### src/rtl/mem_port_arbiter.sv
// Purpose: shares one memory port between instruction fetch (I) and load/store (D); D has priority, I is forced after STARVE_LIMIT D wins.
// Latency: a request seen in IDLE drives m_request on the next edge; completion is reported combinationally in the m_valid cycle.
// Backpressure: one transaction outstanding; requests are ignored while busy. Optional watchdog enabled by macro ARB_TIMEOUT_EN.
`timescale 1ns/1ps
module mem_port_arbiter #(
  parameter int STARVE_LIMIT   = 4,
  parameter int TIMEOUT_CYCLES = 16
) (
  input  logic        clk,
  input  logic        rst,
  input  logic        i_request,
  input  logic [3:0]  i_mask,
  input  logic [31:0] i_address,
  output logic [31:0] i_rdata,
  output logic        i_valid,
  input  logic        d_request,
  input  logic        d_we_re,
  input  logic [3:0]  d_mask,
  input  logic [31:0] d_address,
  input  logic [31:0] d_wdata,
  output logic [31:0] d_rdata,
  output logic        d_valid,
  output logic        m_request,
  output logic        m_we_re,
  output logic [3:0]  m_mask,
  output logic [31:0] m_address,
  output logic [31:0] m_wdata,
  input  logic [31:0] m_rdata,
  input  logic        m_valid,
  output logic        owner,
  output logic        busy,
  output logic        timeout_err
);

  typedef enum logic {IDLE = 1'b0, BUSY = 1'b1} state_t;

  localparam logic [3:0] LIMIT = 4'(STARVE_LIMIT);

  state_t      state, state_nxt;
  logic [3:0]  starve_cnt, starve_nxt;
  logic        grant_d, grant_i;
  logic        done, abort, finish;
  logic [31:0] resp;

`ifdef ARB_TIMEOUT_EN
  localparam int TW = $clog2(TIMEOUT_CYCLES + 1);
  logic [TW-1:0] tmo_cnt;
  logic          tmo_hit;

  assign tmo_hit = (tmo_cnt == TW'(TIMEOUT_CYCLES));

  // Watchdog: counts BUSY cycles without a response; held at zero in IDLE so it starts clean on entry.
  always_ff @(posedge clk) begin
    if (!rst) begin
      tmo_cnt <= '0;
    end else if (state == IDLE) begin
      tmo_cnt <= '0;
    end else if (!m_valid && !tmo_hit) begin
      tmo_cnt <= tmo_cnt + 1'b1;
    end
  end

  // A response arriving on the timeout cycle takes precedence over the abort.
  assign abort = (state == BUSY) && tmo_hit && !m_valid;
`else
  assign abort = 1'b0;
`endif

  // Next state, arbitration, starvation bookkeeping and completion outputs.
  always_comb begin
    state_nxt  = state;
    starve_nxt = starve_cnt;
    grant_d    = 1'b0;
    grant_i    = 1'b0;
    done       = (state == BUSY) && m_valid;
    finish     = done || abort;
    resp       = abort ? 32'hDEAD_BEEF : m_rdata;
    i_valid    = finish && !owner;
    d_valid    = finish && owner;
    i_rdata    = i_valid ? resp : 32'h0;
    d_rdata    = d_valid ? resp : 32'h0;
    timeout_err = abort;

    case (state)
      IDLE: begin
        if (d_request && !(i_request && starve_cnt == LIMIT)) begin
          grant_d = 1'b1;
        end else if (i_request) begin
          grant_i = 1'b1;
        end
        if (grant_d) begin
          // Only D wins that leave I waiting count toward starvation.
          if (i_request) begin
            starve_nxt = (starve_cnt == LIMIT) ? starve_cnt : starve_cnt + 4'd1;
          end else begin
            starve_nxt = 4'd0;
          end
          state_nxt = BUSY;
        end else if (grant_i) begin
          starve_nxt = 4'd0;
          state_nxt  = BUSY;
        end
      end
      BUSY: begin
        if (finish) begin
          state_nxt = IDLE;
        end
      end
      default: state_nxt = IDLE;
    endcase
  end

  assign busy = (state == BUSY);

  // State, starvation counter and the registered memory-side request fields.
  always_ff @(posedge clk) begin
    if (!rst) begin
      state      <= IDLE;
      starve_cnt <= 4'd0;
      m_request  <= 1'b0;
      m_we_re    <= 1'b0;
      m_mask     <= 4'd0;
      m_address  <= 32'h0;
      m_wdata    <= 32'h0;
      owner      <= 1'b0;
    end else begin
      state      <= state_nxt;
      starve_cnt <= starve_nxt;
      if (grant_d) begin
        m_request <= 1'b1;
        m_we_re   <= d_we_re;
        m_mask    <= d_mask;
        m_address <= d_address;
        m_wdata   <= d_wdata;
        owner     <= 1'b1;
      end else if (grant_i) begin
        m_request <= 1'b1;
        m_we_re   <= 1'b0;
        m_mask    <= i_mask;
        m_address <= i_address;
        m_wdata   <= 32'h0;
        owner     <= 1'b0;
      end else if (finish) begin
        m_request <= 1'b0;
      end
    end
  end

endmodule

### config.mk
export PLATFORM = sky130hd
export DESIGN_NAME = mem_port_arbiter
export DESIGN_NICKNAME = d
export VERILOG_FILES = /design/src/rtl/mem_port_arbiter.sv
export SDC_FILE = /design/constraint.sdc
export NUM_CORES = 1
export LEC_CHECK = 0
export ABC_AREA = 1
export CORE_MARGIN = 1.5
export CORE_UTILIZATION = 25
export DETAILED_ROUTE_END_ITERATION = 7
export SLEW_MARGIN = 10
export SYNTH_ARGS = -nofsm -noshare
export SYNTH_HDL_FRONTEND = slang
export SYNTH_SLANG_ARGS = --single-unit
### constraint.sdc
create_clock -name clk -period 1.8 [get_ports clk]
set_input_delay 0.36 -clock clk [delete_from_list [all_inputs] [get_ports clk]]
set_output_delay 0.36 -clock clk [all_outputs]
set_load 0.005 [all_outputs]
* Word-level counts from Yosys, hierarchy flattened *
Index checks and enable logic that the tools add are counted.

storage, ports and cells
  memory bits (read-only) = 0
  bits of input ports = 142
  bits in registers = 76
  bits in latches = 0
  memories = 0
  word-level logic and storage cells = 52
  output and inout port bits = 139
  memory bits (writable) = 0

cells by class
  equality and inequality tests = 2
  bitwise operators = 1
  reduce and logical (&&, ||, !) cells = 11
  shift-type cells = 0
  $lt $le $gt $ge = 0
  multipliers = 0
  muxes and demuxes = 29
  $add $sub $neg = 1
  div/mod/pow operators = 0

operators by type and width
  operator               count
  $mux W32               6
  $mux W4                6
  $mux W1                16
  $logic_and A1 B1 Y1    5
  $add A4 B1 Y4 const B  1
  $eq A4 B3 Y1 const B   1
  $reduce_bool A2 Y1     2
  $ne A3 B3 Y1 const B   1
  $reduce_and A3 Y1      1
  $reduce_bool A3 Y1     1
  $logic_not A1 Y1       2
  $pmux W1 S2            1
  $not A1 Y1             1

* Depth between registers and ports, before layout *
  depth after elaboration = 9
  gate-level depth with buffers = 11
  mapped depth without buffers = 9

* Least setup slack after synthesis *
No wires, ideal clock.

  path kind = flip-flop to output port
  start point = reg state (netlist: busy)
  end point = out d_rdata[10]
  data required time = 1.440 ns
  stages on the path, launching flop included = 6
  path buffers = 1
  slack = 0.377 ns
  arrival = 1.063 ns
  cells stage by stage = dfxtp_1 nand2_1 nor2_1 inv_1 clkbuf_1 nor2_1

on the way
  longest elaborated chain between the ends = 3

RTL lines
  what                    RTL line  source
  from (decl)             39        state_t state, state_nxt;
  from (signal assigned)  127       state <= state_nxt;
  $logic_and A1 B1 Y1     75        done = (state == BUSY) && m_valid;
  $logic_and A1 B1 Y1     79        d_valid = finish && owner;
  net d_valid             22        output logic d_valid,
  $mux W32                81        d_rdata = d_valid ? resp : 32'h0;
  to (decl)               21        output logic [31:0] d_rdata,

The timed path passes the listed nets, and every way through them passes these cells.

* Worst setup path after layout *
  start point = reg state (netlist: busy)
  end point = out i_rdata[8]

on the way
  longest elaborated chain between the ends = 3

RTL lines
  what                 RTL line  source
  $logic_and A1 B1 Y1  75
  $logic_and A1 B1 Y1  78        i_valid = finish && !owner;
  $mux W32             80        i_rdata = i_valid ? resp : 32'h0;
  to (decl)            14        output logic [31:0] i_rdata,

No other way between the ends.

==> metrics.md <==
| Metric | Value |
|---|---|
| Avg Inst Size Synth | `approximately 6.5 um^2` |
| Placed cell area | `7100 um^2` |
| Fraction of layout cells with a size suffix above 1 | `0.192` |
| Tmin final | `1.74 ns` |
| Status | `finished, final reports clean` |
| H-Tree Depth | `3` |
| Die Wd | `129 um` |
| CP bufs+invs | `3` |
| Final Power | `0.00491 W` |
| Die span in y | `roughly 130 um` |
| Clock buffer depth | `2` |
| Fmax | `575 MHz` |
| Clk pwr share | `0.359` |
| Cts bufs inserted | `9` |
| Top-count cell post-synth | `nand2_1` |
| Ant. Diodes | `0` |
| Worst vdd rail ir drop | `approximately 0.4 mV` |
| Routed WL | `around 14 mm` |
| Fin crit share | `0.967` |
| Root buffer cell | `clkbuf_16` |
| Core Util, Final | `0.463` |
| WP data required | `between 1 and 1.5 ns` |
| # Max-Cap Violations | `0` |
| Core Region | `15,700 um^2` |
| Synthesized Nets | `754` |
| Clock latency on the worst-skew pair | `0.33 ns` |
| Sequential power share | `0.381` |
| DR iter-0 viols | `150` |
| Wire length per cell | `12.4 um` |
| Crit. End Element | `output pin` |
| CP cell instances | `nand2_4 > nor2_4 > inv_4 > buf_12 > nor2_1 > clkdlybuf4s15_1` |
| Final WS setup | `0.0601 ns` |
| Crit-path max cell delay | `0.35 ns` |
| Top_reg_cell synth | `dfxtp_1` |
| Top cell type by total area after synthesis | `dfxtp_1` |
| Synth top area cells | `dfxtp_1, nand2_1, inv_1` |
| Sequential share of the synthesized area | `0.381` |
| Gr usage total | `0.157` |
| CTS tree | `yes` |
| Comb power frac | `0.260` |
| Nets | `1,040` |
| Final instance area | `7280 um^2` |
| Delay-heaviest family, CP | `buffers and inverters` |
| Hold Path Class | `register to register` |
| Residual DRC | `0` |
| GR peak layer | `met2` |
| Crit path max fanout | `16` |
| DR pass1 iterations | `4` |
| Layout Cells excl Fill | `about 1,100` |
| Top-area cell type share of the netlist area | `0.381` |
| Top Ports | `roughly 280` |
| Met1 usage | `0.167` |
| Clock skew | `0.00519 ns` |
| Port Buf Inserts | `279` |
| Int Pwr | `0.00357 W` |
| Place WS | `-0.520 ns` |
| Total clock sinks | `76` |
| Fin. max-slew vios | `0` |
| Top post-synthesis cells by count | `nand2_1, inv_1, dfxtp_1` |
| CP Class | `register to output pin` |
| Hpwl dp | `~10 mm` |
| Largest net degree at the start of global routing | `48` |
| Synth-to-Final Area Change | `82.3%` |
| Max stage delay cell, worst path | `dfxtp_2` |
| P_leak | `3.48 nW` |
| Reg clk slew, reported paths | `0.06 ns` |
| Crit start category | `register` |
| Post-detailed-route count of antenna-violating nets | `0` |
| Met3 usage | `0.0491` |
| Vias in the first global route | `about 4,000` |
| Synth Register Bits | `76` |
| # rows | `46` |
| Mapped Area | `3990 um^2` |
| Net switching fraction of the power | `0.272` |
| GR Util met2 | `0.297` |
| Gate Count Post-Synth | `610` |
| Asr flop ratio synth | `0` |
| Initial antenna violation count | `0` |
| Dpl cells | `~1,100` |
| Fin. Hold Viols | `0` |
| Placer Congestion | `0.723` |
| First-pass GRT wire length | `around 21 mm` |
| RSZ-0062 raised after global routing | `no` |
| Pwr per Cell Area | `675 nW/um^2` |
| Sw power | `0.00134 W` |
| Syn. warnings | `0` |
| Mean number of vias per cell | `between 4 and 5` |
| Total grt overflow | `0` |
| Setup violations, final | `0` |
| Netlist cell types | `27` |
| Die area | `16,700 um^2` |
| Vias | `4,471` |
| Starting Density | `0.254` |
| Critical Path AT | `~1.4 ns` |
| Post-synth EDFFs | `0` |
==> power groups by stage <==
stage / registers [W] / clock network (W) / logic, W
after floorplan: 0.00192 / 0 / 0.000501
after global placement: 0.00190 / 0 / 0.00129
after detailed placement: 0.00190 / 0 / 0.00130
after CTS: 0.00187 / 0.00184 / 0.00129
after global routing: 0.00189 / 0.00192 / 0.00140
final: 0.00187 / 0.00176 / 0.00128
==> cell type report <==
cell class / count / area [um^2]
multi-input combinational: 381 / 1830
clock buffer: 11 / 253
inverter: 118 / 448
timing repair buffer: 310 / 2910
fill: 1662 / 8440
tap: 216 / 270
sequential: 76 / 1530
clock inverter: 5 / 42.5
==> final timing paths <==
check,startpoint,endpoint,slack (ns),cells past startpoint
min,m_wdata[13]$_SDFFE_PN0P_,m_wdata[13]$_SDFFE_PN0P_,0.46,2
min reg2reg,m_wdata[13]$_SDFFE_PN0P_,m_wdata[13]$_SDFFE_PN0P_,0.46,2
max,busy$_SDFF_PN0_,i_rdata[8],0.06,6
max reg2reg,starve_cnt[0]$_SDFFE_PN0P_,m_wdata[6]$_SDFFE_PN0P_,0.31,10
==> per-layer routing <==
metal	vias up	part of all wire
met2	171	0.52
li1	2379	-
met3	13	0.092
met1	1908	0.38
met5	-	0
met4	0	0.013
==> registers in the layout, indices dropped and copies added, names as in the netlist <==
signal      flops
m_mask          4
m_wdata        32
m_address      32
m_request       1
busy            1
starve_cnt      4
m_we_re         1
owner           1
==> per-stage QoR <==
step	hold slack (ns)	setup TNS [ns]
2_1_floorplan	0.461	0
3_3_place_gp	0.451	-27.91
3_5_place_dp	0.455	-31.71
4_1_cts	0.464	-0.000484
5_1_grt	0.486	0
6_report	0.464	0
==> worst min-delay path, stage by stage, from the launching register on <==
cell and delay, ns:
dfxtp_1 0.31, nand2_1 0.06, a21oi_1 0.05
==> logic make-up (layout without fill, tap and decap cells) <==
kind of cell,count (synthesis),in the layout,synth area share
other,1,1,0.000940
XOR/XNOR,1,1,0.00219
adder cells (fa/ha/maj),2,2,0.00627
AND/OR/NAND/NOR,264,264,0.265
flip-flops,76,76,0.381
AO/OA/AOI/OAI,113,113,0.173
buffers and inverters,153,444,0.171
==> placed cells by master (no fill, tap or decap), drive strengths merged <==
cell type      synthesis  routed
clkdlybuf4s50          0     212
nand2                188     188
inv                  117     120
dfxtp                 76      76
a21oi                 74      74
nor2                  72      72
clkbuf                10      53
buf                   25      40
o21ai                 38      38
clkdlybuf4s15          0      13
dlygate4sd2            0       3
nand3                  3       3
clkinv                 1       3
ha                     2       2
xor2                   1       1
a31oi                  1       1
nor3                   1       1
conb                   1       1
==> timing repair <==
item	in CTS	in global routing
hold buffers	0	0
setup buffers	4	0
gates cloned	1	1
gates resized for setup	123	95
pin swaps	3	2
endpoints found under the setup margin	66	59
(Power assumes the default switching activity.)
